## src/rtl/ps2_rx_fifo.sv

```systemverilog
`default_nettype none
`timescale 1ns/1ps
// ============================================================================
// ps2_rx_fifo : PS/2 receiver with clock filtering, frame checking, optional
//               E0/F0 prefix merging and a show-ahead scan-code FIFO.
// Revision    : 1.0
// ============================================================================
module ps2_rx_fifo #(
   parameter int FILTER_LEN    = 4,
   parameter int TIMEOUT       = 50000,
   parameter int FIFO_DEPTH    = 8,
   parameter int DECODE_PREFIX = 1
) (
   input  logic                          CLOCK_50,
   input  logic                          Resetn,
   input  logic                          ps2_clk,
   input  logic                          ps2_dat,
   input  logic                          rd_en,
   input  logic                          clr_err,
   output logic [9:0]                    rd_data,
   output logic                          rd_valid,
   output logic [$clog2(FIFO_DEPTH):0]   fifo_count,
   output logic                          frame_err,
   output logic                          overflow
);

   localparam int AW = $clog2(FIFO_DEPTH);
   localparam int CW = AW + 1;
   localparam int FW = $clog2(FILTER_LEN + 1);
   localparam int TW = $clog2(TIMEOUT);

   typedef enum logic [1:0] {
      S_IDLE   = 2'd0,
      S_DATA   = 2'd1,
      S_PARITY = 2'd2,
      S_STOP   = 2'd3
   } state_t;

   logic          r_clk_s1, r_clk_s2, r_dat_s1, r_dat_s2;
   logic [FW-1:0] r_flt_cnt;
   logic          r_flt_clk;
   logic          w_flt_done, w_fall, w_good;

   state_t        r_state;
   logic [2:0]    r_bit_cnt;
   logic [7:0]    r_shift;
   logic          r_par;
   logic [TW-1:0] r_to_cnt;
   logic          r_ext, r_brk;
   logic          r_push;
   logic [9:0]    r_push_data;
   logic          r_frame_err;

   logic [9:0]    r_mem [FIFO_DEPTH];
   logic [AW-1:0] r_wr_ptr, r_rd_ptr;
   logic [CW-1:0] r_count;
   logic          r_overflow;
   logic          w_empty, w_full, w_pop, w_wr, w_drop;

   // The filtered clock flips on the FILTER_LEN-th consecutive differing sample
   assign w_flt_done = (r_clk_s2 != r_flt_clk) && (r_flt_cnt == FW'(FILTER_LEN - 1));
   assign w_fall     = w_flt_done && r_flt_clk;
   assign w_good     = (^{r_shift, r_par}) && r_dat_s2;

   always_ff @(posedge CLOCK_50 or negedge Resetn) begin
      if (!Resetn) begin
         r_clk_s1  <= 1'b1;
         r_clk_s2  <= 1'b1;
         r_dat_s1  <= 1'b1;
         r_dat_s2  <= 1'b1;
         r_flt_cnt <= '0;
         r_flt_clk <= 1'b1;
      end else begin
         r_clk_s1 <= ps2_clk;
         r_clk_s2 <= r_clk_s1;
         r_dat_s1 <= ps2_dat;
         r_dat_s2 <= r_dat_s1;
         if (r_clk_s2 == r_flt_clk) begin
            r_flt_cnt <= '0;
         end else if (w_flt_done) begin
            r_flt_cnt <= '0;
            r_flt_clk <= r_clk_s2;
         end else begin
            r_flt_cnt <= r_flt_cnt + 1'b1;
         end
      end
   end

   always_ff @(posedge CLOCK_50 or negedge Resetn) begin
      if (!Resetn) begin
         r_state     <= S_IDLE;
         r_bit_cnt   <= '0;
         r_shift     <= '0;
         r_par       <= 1'b0;
         r_to_cnt    <= '0;
         r_ext       <= 1'b0;
         r_brk       <= 1'b0;
         r_push      <= 1'b0;
         r_push_data <= '0;
         r_frame_err <= 1'b0;
      end else begin
         r_push      <= 1'b0;
         r_frame_err <= 1'b0;
         if (w_flt_done || r_state == S_IDLE)
            r_to_cnt <= '0;
         else
            r_to_cnt <= r_to_cnt + 1'b1;

         // A stalled frame is abandoned; a real edge in the same cycle wins
         if (r_state != S_IDLE && !w_flt_done && r_to_cnt == TW'(TIMEOUT - 1)) begin
            r_state     <= S_IDLE;
            r_bit_cnt   <= '0;
            r_frame_err <= 1'b1;
            r_ext       <= 1'b0;
            r_brk       <= 1'b0;
         end else if (w_fall) begin
            case (r_state)
               S_IDLE: begin
                  if (!r_dat_s2) begin
                     r_state   <= S_DATA;
                     r_bit_cnt <= '0;
                  end
               end
               S_DATA: begin
                  r_shift   <= {r_dat_s2, r_shift[7:1]};
                  r_bit_cnt <= r_bit_cnt + 1'b1;
                  if (r_bit_cnt == 3'd7)
                     r_state <= S_PARITY;
               end
               S_PARITY: begin
                  r_par   <= r_dat_s2;
                  r_state <= S_STOP;
               end
               S_STOP: begin
                  r_state <= S_IDLE;
                  if (w_good) begin
                     if (DECODE_PREFIX != 0 && r_shift == 8'hE0) begin
                        r_ext <= 1'b1;
                     end else if (DECODE_PREFIX != 0 && r_shift == 8'hF0) begin
                        r_brk <= 1'b1;
                     end else begin
                        r_push      <= 1'b1;
                        r_push_data <= {r_ext, r_brk, r_shift};
                        r_ext       <= 1'b0;
                        r_brk       <= 1'b0;
                     end
                  end else begin
                     r_frame_err <= 1'b1;
                     r_ext       <= 1'b0;
                     r_brk       <= 1'b0;
                  end
               end
               default: r_state <= S_IDLE;
            endcase
         end
      end
   end

   assign w_empty = (r_count == '0);
   assign w_full  = (r_count == CW'(FIFO_DEPTH));
   assign w_pop   = rd_en && !w_empty;
   // A full FIFO still accepts a push when the head leaves in the same cycle
   assign w_wr    = r_push && (!w_full || w_pop);
   assign w_drop  = r_push && w_full && !w_pop;

   always_ff @(posedge CLOCK_50) begin
      if (w_wr)
         r_mem[r_wr_ptr] <= r_push_data;
   end

   always_ff @(posedge CLOCK_50 or negedge Resetn) begin
      if (!Resetn) begin
         r_wr_ptr   <= '0;
         r_rd_ptr   <= '0;
         r_count    <= '0;
         r_overflow <= 1'b0;
      end else begin
         if (w_wr)
            r_wr_ptr <= r_wr_ptr + 1'b1;
         if (w_pop)
            r_rd_ptr <= r_rd_ptr + 1'b1;
         case ({w_wr, w_pop})
            2'b10:   r_count <= r_count + 1'b1;
            2'b01:   r_count <= r_count - 1'b1;
            default: r_count <= r_count;
         endcase
         if (w_drop)
            r_overflow <= 1'b1;
         else if (clr_err)
            r_overflow <= 1'b0;
      end
   end

   assign rd_data    = w_empty ? 10'd0 : r_mem[r_rd_ptr];
   assign rd_valid   = !w_empty;
   assign fifo_count = r_count;
   assign frame_err  = r_frame_err;
   assign overflow   = r_overflow;

endmodule
`default_nettype wire

```

## config.mk

```make
export PLATFORM = sky130hd
export DESIGN_NAME = ps2_rx_fifo
export DESIGN_NICKNAME = d
export VERILOG_FILES = /design/src/rtl/ps2_rx_fifo.sv
export SDC_FILE = /design/constraint.sdc
export NUM_CORES = 1
export LEC_CHECK = 0
export ABC_AREA = 0
export ABC_CLOCK_PERIOD_IN_PS = 2350
export BUFFER_PORTS_ARGS = -buffer_cell sky130_fd_sc_hd__buf_2
export CORE_AREA = 3 3 109 111
export DETAILED_ROUTE_END_ITERATION = 8
export DIE_AREA = 0 0 112 114
export HOLD_SLACK_MARGIN = 0.12
export PLACE_DENSITY = 0.74
export RECOVER_POWER = 25
export SLEW_MARGIN = 20
export SYNTH_ARGS = -nofsm -noshare
export SYNTH_HDL_FRONTEND = slang
export SYNTH_SLANG_ARGS = --single-unit
```

## constraint.sdc

```tcl
create_clock -name CLOCK_50 -period 2.35 [get_ports CLOCK_50]
set_input_delay 0 -clock CLOCK_50 [delete_from_list [all_inputs] [get_ports CLOCK_50]]
set_output_delay 0 -clock CLOCK_50 [all_outputs]
set_load 0.01 [all_outputs]
```

==> metrics, run 1 <==
outcome=completed; CTS H-tree depth=4; Synth top area share=0.401; worst slew pin tran=0.729 ns; clk sinks=143; Setup Skew=0.00957 ns; later-pin clock latency in the skew report=0.52 ns; core footprint=between 10000 and 15000 um^2; RSZ-0062 raised after global routing=false; Vert. Die Dim=114 um; Post-synth EDFFs=80; initial DRC count=176; flops & latches, synth=143; Final HPWL DP=6890 um; initial antenna violation count=0; total setup buffers inserted after CTS=0; worst path arrival time=2.52 ns; vias in the first global route=between 3000 and 4000; Max-Slew Margin vs Limit=0.514; fillers=between 700 and 800; Final Cycle Share=0.904; largest area contributor in the netlist=edfxtp_1; Setup Crit Path Kind=reg -> reg; FMAX=0.471 GHz; antenna-violating nets left=0; Max Root-Sink Buffers=2; I/O Buffers=22; via-per-instance ratio=5.48; post-CTS sizing=0; share of cells above drive strength 1=0.269; drt first pass iters=4; largest net degree at the start of global routing=24; Max Slew Vio Count=0; CTS tree=done; Leak=2.88 nW; final setup vio count=0; Syn Nets=409; root buffer cell=clkbuf_8; async set-reset flop share out of synthesis=0.441; hold crit path type=in -> reg; first-pass GRT wire length=18100 um; Cells after Synth=391; area grow syn2layout=19.0%; PwrDens=1020 nW/um^2; vias post-DR=3315; most common cell in the netlist=edfxtp_1; Initial Util=0.551; clk slew on worst S/H paths=0.06 ns; mean post-synth cell area=15.3 um^2; most frequent cells after synthesis=edfxtp_1 (80), dfrtp_1 (58), nor2_1 (36); Crit Path Max Fanout=11; Peak supply drop=roughly 0.00066 V; setup TNS after final layout=0 ns; row cnt=38; Die Width=112 um; gr ovfl total=0; GPL Wtd Cong=0.773; predominant post-synthesis flop cell=edfxtp_1; crit end category=register; Ant. Diodes=0; Die ar.=12800 um^2; final design utilization=0.655; hold buffers post-CTS=10; Tmin final=~2.1 ns; Total GRT Usage=0.183; top cells by area, synth=edfxtp_1 (40%), dfrtp_1 (24%), mux4_2 (7.5%); DRC violations left=0; Boundary Pins=23; final WL=10600 um; number of max-cap violations=0; Yosys warning count=0; Pwr Total=7.27 mW; Final #Nets=470; startpoint types=register; worst endpoint required time=between 2 and 3 ns; synthesized cell area=6000 um^2; Final Hold Viols=0; Netlist cell types=a little over 50; CTS Buf Count=17; WL/cell=roughly 17 um; sequential area share after synthesis=0.665
placed cells by master, fill, tap and decap left out, types with 6 or more instances in the layout:
master and instances:
buf_4 19, mux2_2 11, o21ai_0 10, ha_1 12, clkbuf_16 16, nand2_1 23
mux2i_1 11, inv_1 12, mux2_4 7, edfxtp_1 80, xor2_1 11, xnor2_1 12
nor2_1 36, buf_2 21, mux4_2 20, nand3_1 6, a21oi_1 10, dlygate4sd3_1 10
dfrtp_1 58, nand4_1 6
power by group:
group	leakage (nW)	switching, mW	internal (mW)
logic	1.05	0.708	0.745
clock network	0.292	1.04	1.74
registers	1.54	0.240	2.80
critical path, cell delays in order, from the launching register on:
cell and delay [ns]:
dfrtp_1 0.43, xnor2_1 0.16, xnor3_1 0.45, xnor2_2 0.23, nand3_2 0.32, mux2_1 0.42
registers in the layout (all words and copies together), names as in the netlist, 2 cells and up:
register	flops
r_mem	80
r_to_cnt	16
r_push_data	10
r_shift	8
fifo_count	4
r_bit_cnt	3
r_flt_cnt	3
r_rd_ptr	3
r_wr_ptr	3
r_state	2
layer usage:
layer | vias up | share of wire | global-route usage
met1 | 1682 | 0.44 | 0.229
li1 | 1575 | - | -
met5 | - | 0 | 0
met2 | 54 | 0.53 | 0.315
met4 | 0 | 0.0045 | 0.0601
met3 | 4 | 0.030 | 0.0488
through the flow:
step                std cells  cell area (um^2)  hold slack (ns)  setup slack (ns)
global route              605              7140            0.262            0.0253
detailed placement        563              6410          -0.0222             0.227
finish                    605              7140            0.268             0.226
CTS                       605              7140            0.234             0.219
floorplan                 391              6010           -0.296             0.250
global placement          563              6410          -0.0273             0.286
cell type report:
| class | instances | area [um^2] | share of cell area |
|---|---|---|---|
| inverters | 13 | 48.8 | 0.00684 |
| clock inverters | 15 | 209 | 0.0293 |
| repair buffers | 52 | 372 | 0.0521 |
| well taps | 140 | 175 | 0.0245 |
| flip-flops and latches | 143 | 3990 | 0.558 |
| clock buffers | 17 | 414 | 0.0580 |
| multi-input cells | 225 | 1930 | 0.271 |
cell families (layout without fill, tap and decap cells):
family,Yosys count,count (layout),synth area share
AOI/OAI and AO/OA,33,33,0.0334
xor gates and xnor gates,25,25,0.0401
adders and majority gates,12,12,0.0250
buffers and inverters,23,97,0.0161
DFF,143,143,0.665
muxes,50,50,0.134
and+or+nand+nor,105,105,0.0874
worst paths after layout:
| check | from | end | slack, ns | depth (start not counted) |
|---|---|---|---|---|
| worst max-delay path | r_shift[4] | r_push_data[9] | 0.23 | 5 |
| worst min-delay path | rd_en | fifo_count[3] | 0.27 | 3 |
| worst max register to register | r_shift[4] | r_push_data[9] | 0.23 | 5 |
| worst min register to register | r_dat_s1 | r_dat_s2 | 0.36 | 0 |
| max in group asynchronous | Resetn | r_shift[0] | 0.45 | 4 |
| min in group asynchronous | Resetn | r_clk_s2 | 0.79 | 3 |
Note: power is estimated with default switching activity, not from simulation.
==> run 2: changes to the inputs <==
ABC_CLOCK_PERIOD_IN_PS = 1700   (was 2350)
clock period = 1.7 ns   (was 2.35 ns; I/O delays follow)
==> run 2 against run 1 <==
Effect of this change: the flow now finishes with violations (setup timing); sequential power is 35% higher; wire length is 14% higher; setup slack worse by 0.57 ns; non-clock buffer count is 36 higher; first-iteration DRC count is 11% lower; count of clock-buffer cells in the layout is 2 higher; combinational power is 100% higher; cell count is 6.0% higher; design area is 9.9% higher.
==> metrics, run 2 (synthesis gave the netlist of run 1 again) <==
area grow syn2layout=30.8% (was 19.0%); Max Slew Vio Count=0 (unchanged); root buffer cell=clkbuf_8 (unchanged); GPL Wtd Cong=0.779 (was 0.773); vias in the first global route=3795 (was 3514); DP Area=6900 um^2 (was 6410 um^2); RSZ-0062 raised after global routing=true (was false); Pwr Total=10.8 mW (was 7.27 mW); Crit Path Max Fanout=10 (was 11); worst path arrival time=2.04 ns (was 2.52 ns); reg2reg start=r_shift[3] (was r_shift[4]); Boundary Pins=23 (unchanged); most common cell after layout, fill and taps aside=edfxtp_1 (unchanged); Peak supply drop=0.00104 V (was 0.000660 V); CTS tree=done (unchanged); DP Worst Slack=-0.195 ns (was 0.227 ns); Tmin final=2.04 ns; antenna-violating nets left=0 (unchanged); gr ovfl total=0 (unchanged); share of cells above drive strength 1=0.389 (was 0.269); row cnt=38 (unchanged); outcome=finished, violations left (was completed); critical-path cell list=buf_12, mux4_2, mux2i_1, nor2_1, buf_2 (was xnor2_1, xnor3_1, xnor2_2, nand3_2, mux2_1); drt first pass iters=5 (was 4); failing checks=setup timing; min-delay src=clr_err (was rd_en); Vert. Die Dim=114 um (unchanged); Setup Skew=0.00683 ns (was 0.00957 ns); Die Width=112 um (unchanged); CTS Buf Count=17 (unchanged); Setup crit start=r_rd_ptr[0] (was r_shift[4]); PwrDens=1380 nW/um^2 (was 1020 nW/um^2); worst slew pin tran=0.945 ns (was 0.729 ns); core footprint=10900 um^2 (unchanged); Ant. Diodes=0 (unchanged); FMAX=0.489 GHz; WL/cell=18.8 um (was 17.5 um); Max stage delay cell, worst path=mux4_2 (was xnor3_1); biggest regs=r_mem: 80 flops, r_to_cnt: 16 flops, r_push_data: 10 flops (unchanged); Total GRT Usage=0.205 (was 0.183); vias post-DR=3528 (was 3315); final non-filler cell total=641 (was 605); Cells after DPL=590 (was 563); largest net degree at the start of global routing=22 (was 24); later-pin clock latency in the skew report=0.52 ns (about the same); CTS H-tree depth=4 (unchanged); setup TNS after final layout=-4.90 ns (was 0 ns); Final Hold Viols=0 (unchanged); commonest non-fill, non-tap cells in the layout=edfxtp_1 (80), dfrtp_1 (53), buf_4 (37), nor2_1 (29), buf_2 (21) (was edfxtp_1 (80), dfrtp_1 (58), nor2_1 (36), nand2_1 (23), buf_2 (21)); Setup Crit Path Kind=reg -> out (was reg -> reg); number of buffers and inverters on the critical path=2 (was 0); worst endpoint required time=1.70 ns (was 2.74 ns); Final Cycle Share=1.20; Largest Register=r_mem (unchanged); clk sinks=143 (unchanged); Leak=3.16 nW (was 2.88 nW); clk slew on worst S/H paths=0.06 ns (about the same); startpoint types=register (unchanged); hold crit path type=in -> reg (unchanged); number of max-cap violations=0 (unchanged); cell area after layout=7840 um^2 (was 7140 um^2); Final #Nets=506 (was 470); DRC violations left=0 (unchanged); final setup vio count=26 (was 0); slack of the critical path=-0.343 ns (was 0.226 ns); Largest register FFs=80 (unchanged); initial antenna violation count=0 (unchanged); fillers=661 (was 755); delay-heaviest family, CP=multiplexers (was XOR/XNOR gates); crit end category=output pin (was register); I/O Buffers=22 (unchanged); initial DRC count=157 (was 176); Max Root-Sink Buffers=2 (unchanged); first-pass GRT wire length=19700 um (was 18100 um); via-per-instance ratio=5.50 (was 5.48); Final HPWL DP=7270 um (was 6890 um); Die ar.=12800 um^2 (unchanged); Initial Util=0.551 (unchanged); final WL=12000 um (was 10600 um); critical path's largest stage delay=0.51 ns (was 0.45 ns); Max-Slew Margin vs Limit=0.368 (was 0.514)
==> run 2: worst register-to-register path, stage by stage, from the launching register on <==
cell and delay, ns:
dfrtp_1 0.39, xnor2_1 0.16, xnor3_1 0.45, xnor2_2 0.18, nand3_2 0.12, buf_12 0.17, mux2_4 0.30
==> run 2: layer usage <==
metal,track usage,vias up,wire (um)
met5,0,-,0
met4,0.0857,0,221
met3,0.0568,18,344
met2,0.355,69,6360
met1,0.244,1791,5100
li1,-,1650,-
==> run 2: cell type report <==
type | instances | area (um^2) | area share
clock buffer | 19 | 422 | 0.0538
inverter | 13 | 48.8 | 0.00622
sequential | 143 | 3990 | 0.509
tap | 140 | 175 | 0.0223
clock inverter | 13 | 188 | 0.0239
multi-input combinational | 225 | 2140 | 0.273
timing repair buffer | 88 | 873 | 0.111
==> run 2: where the power goes <==
group          internal, mW  leakage (nW)  switching [mW]
registers              3.88          1.54           0.217
logic                  1.55          1.34            1.36
clock network          2.39         0.290            1.39
total                  7.82          3.16            2.97
==> run 2: per-stage QoR <==
stage | hold WS (ns) | utilization
floorplan | -0.296 | -
global placement | 0.0481 | 0.634
detailed placement | 0.0531 | 0.634
CTS | 0.176 | 0.710
global route | 0.227 | 0.720
finish | 0.240 | 0.720
==> run 2: final timing paths <==
| check | endpoint | slack (ns) | depth (start not counted) |
|---|---|---|---|
| min in group asynchronous | r_to_cnt[5] | 0.70 | 3 |
| max in group asynchronous | r_flt_cnt[1] | 0.42 | 3 |
| setup / recovery | rd_data[0] | -0.34 | 5 |
| setup reg to reg | r_push_data[9] | -0.18 | 6 |
| hold / removal | overflow | 0.24 | 3 |
| hold reg to reg | r_clk_s2 | 0.36 | 0 |
==> run 2: timing repair <==
item	4_1_cts	5_1_grt
hold buffers	9	0
gates cloned	2	0
setup buffers	2	7
setup endpoints to repair	56	92
hold endpoints to repair	72	0
resized for setup	12	19
pin swaps	8	8
==> run 3: changes to the inputs <==
ABC_CLOCK_PERIOD_IN_PS = 1900   (was 1700)
CORE_AREA = 3 3 104 106   (was 3 3 109 111)
DIE_AREA = 0 0 107 109   (was 0 0 112 114)
PLACE_DENSITY = 0.77   (was 0.74)
clock period = 1.9 ns   (was 1.7 ns; I/O delays follow)
==> run 3 against run 2 <==
Effect of this change: the flow still finishes with violations (setup timing); sequential cell count is the same; non-clock buffer count shrank 13; core utilization grew 3.7 points; die area shrank 8.7%; sequential power shrank 9.8%; critical path type unchanged; critical endpoint unchanged; largest power group unchanged.
==> metrics, run 3 (synthesis gave the netlist of run 1 again) <==
Boundary Pins=23 (unchanged); core footprint=9860 um^2 (was 10900 um^2); GPL Wtd Cong=0.825 (was 0.779); delay-heaviest family, CP=multiplexers (unchanged); CTS Buf Count=17 (unchanged); worst path arrival time=2.04 ns (about the same); Setup Crit Path Kind=reg -> out (unchanged); Ant. Diodes=0 (unchanged); largest net degree at the start of global routing=26 (was 22); Max Root-Sink Buffers=2 (unchanged); via-per-instance ratio=5.63 (was 5.50); Crit Path Max Fanout=11 (was 10); met2 Use GR=0.402 (was 0.355); Total GRT Usage=0.224 (was 0.205); share of cells above drive strength 1=0.346 (was 0.389); antenna-violating nets left=0 (unchanged); Setup Skew=0.00615 ns (was 0.00683 ns); Final Cycle Share=1.08; number of max-cap violations=0 (unchanged); initial DRC count=195 (was 157); WL/cell=19.4 um (was 18.8 um); DRC violations left=0 (unchanged); Pwr Total=9.21 mW (was 10.8 mW); later-pin clock latency in the skew report=0.51 ns (was 0.52 ns); biggest regs=r_mem: 80 flops, r_to_cnt: 16 flops, r_push_data: 10 flops (unchanged); Largest register FFs=80 (unchanged); RSZ-0062 raised after global routing=true (unchanged); Leak=3.00 nW (was 3.16 nW); startpoint types=register (unchanged); hold crit path type=in -> reg (unchanged); gr ovfl total=0 (unchanged); cell area after layout=7470 um^2 (was 7840 um^2); initial antenna violation count=0 (unchanged); slack of the critical path=-0.143 ns (was -0.343 ns); worst endpoint required time=1.90 ns (was 1.70 ns); clk slew on worst S/H paths=0.06 ns (about the same); Initial Util=0.608 (was 0.551); vias in the first global route=3680 (was 3795); most common cell after layout, fill and taps aside=edfxtp_1 (unchanged); Largest Register=r_mem (unchanged); worst slew pin tran=0.970 ns (was 0.945 ns); Max Slew Vio Count=0 (unchanged); outcome=finished, violations left (unchanged); number of buffers and inverters on the critical path=2 (unchanged); Max stage delay cell, worst path=mux4_2 (unchanged); Tmin final=slightly above 2 ns; Peak supply drop=0.000756 V (was 0.00104 V); critical-path cell list=buf_12, mux4_2, mux2i_1, nor2_1, buf_2 (unchanged); Vert. Die Dim=109 um (was 114 um); PwrDens=1230 nW/um^2 (was 1380 nW/um^2); final setup vio count=10 (was 26); commonest non-fill, non-tap cells in the layout=edfxtp_1 (80), dfrtp_1 (55), buf_4 (34), nor2_1 (28), buf_2 (22) (was edfxtp_1 (80), dfrtp_1 (53), buf_4 (37), nor2_1 (29), buf_2 (21)); GRT met3 Usage=0.0491 (was 0.0568); root buffer cell=clkbuf_8 (unchanged); critical path's largest stage delay=0.54 ns (was 0.51 ns); drt first pass iters=4 (was 5); CTS tree=done (unchanged); first-pass GRT wire length=19100 um (was 19700 um); Die Width=107 um (was 112 um); met1 Use GR=0.265 (was 0.244); final WL=12000 um (about the same); FMAX=0.489 GHz; DP Area=6640 um^2 (was 6900 um^2); Max-Slew Margin vs Limit=0.351 (was 0.368); clk sinks=143 (unchanged); Final #Nets=493 (was 506); Die ar.=11700 um^2 (was 12800 um^2); vias post-DR=3498 (was 3528); Final Hold Viols=0 (unchanged); Final HPWL DP=7270 um (about the same); GRT Max-Usage Layer=met2 (unchanged); failing checks=setup timing (unchanged); crit end category=output pin (unchanged); CTS H-tree depth=4 (unchanged); I/O Buffers=22 (unchanged); row cnt=36 (was 38); area grow syn2layout=24.6% (was 30.8%)
==> run 3: through the flow <==
step                      utilization  std cells  setup slack, ns  TNS (ns)  hold slack [ns]
after floorplan                     -        391          0.00105         0           -0.296
after global placement          0.673        570           0.0271         0         -0.00519
after detailed placement        0.673        570          -0.0291   -0.0712           0.0109
after CTS                       0.751        615           -0.176     -1.46            0.258
after global routing            0.758        621           -0.210     -1.89            0.325
final                           0.758        621           -0.143    -0.829            0.343
==> run 3: per-layer routing <==
metal	part of all wire	vias to the layer above
li1	-	1625
met1	0.39	1773
met2	0.56	85
met3	0.034	15
met4	0.015	0
met5	0	-
==> run 3: power by group <==
group / total (mW) / internal (mW) / switching, mW
Sequential: 3.70 / 3.47 / 0.233
Combinational: 2.20 / 1.11 / 1.09
Clock: 3.30 / 2.07 / 1.24
==> run 3: final timing paths <==
| kind | from | to | slack [ns] | cells after the start |
|---|---|---|---|---|
| max | r_rd_ptr[0] | rd_data[0] | -0.14 | 5 |
| min | rd_en | fifo_count[3] | 0.34 | 3 |
| max reg2reg | r_shift[2] | r_push_data[1] | 0.01 | 6 |
| min reg2reg | r_dat_s1 | r_dat_s2 | 0.36 | 0 |
| max in group asynchronous | Resetn | fifo_count[2] | 0.50 | 3 |
| min in group asynchronous | Resetn | r_to_cnt[5] | 0.67 | 4 |
==> run 3: tightest hold or removal path, cell delays in order <==
cell           delay (ns)
dlygate4sd3_1        0.55
buf_2                0.19
a21oi_1              0.08
==> run 3: layout make-up <==
class	instances	area [um^2]
Sequential cell	143	3990
Fill cell	560	2390
Timing Repair Buffer	75	628
Tap cell	133	166
Inverter	13	48.8
Multi-Input combinational cell	225	2040
Clock inverter	13	163
Clock buffer	19	442
==> run 3: timing repair <==
| action | in CTS | in global routing |
|---|---|---|
| cloned | 1 | 0 |
| hold buffers | 10 | 0 |
| setup buffers | 2 | 7 |
| endpoints found under the hold margin | 67 | 0 |
| pin swaps | 2 | 6 |
| endpoints found under the setup margin | 18 | 53 |
| resized for setup | 3 | 11 |
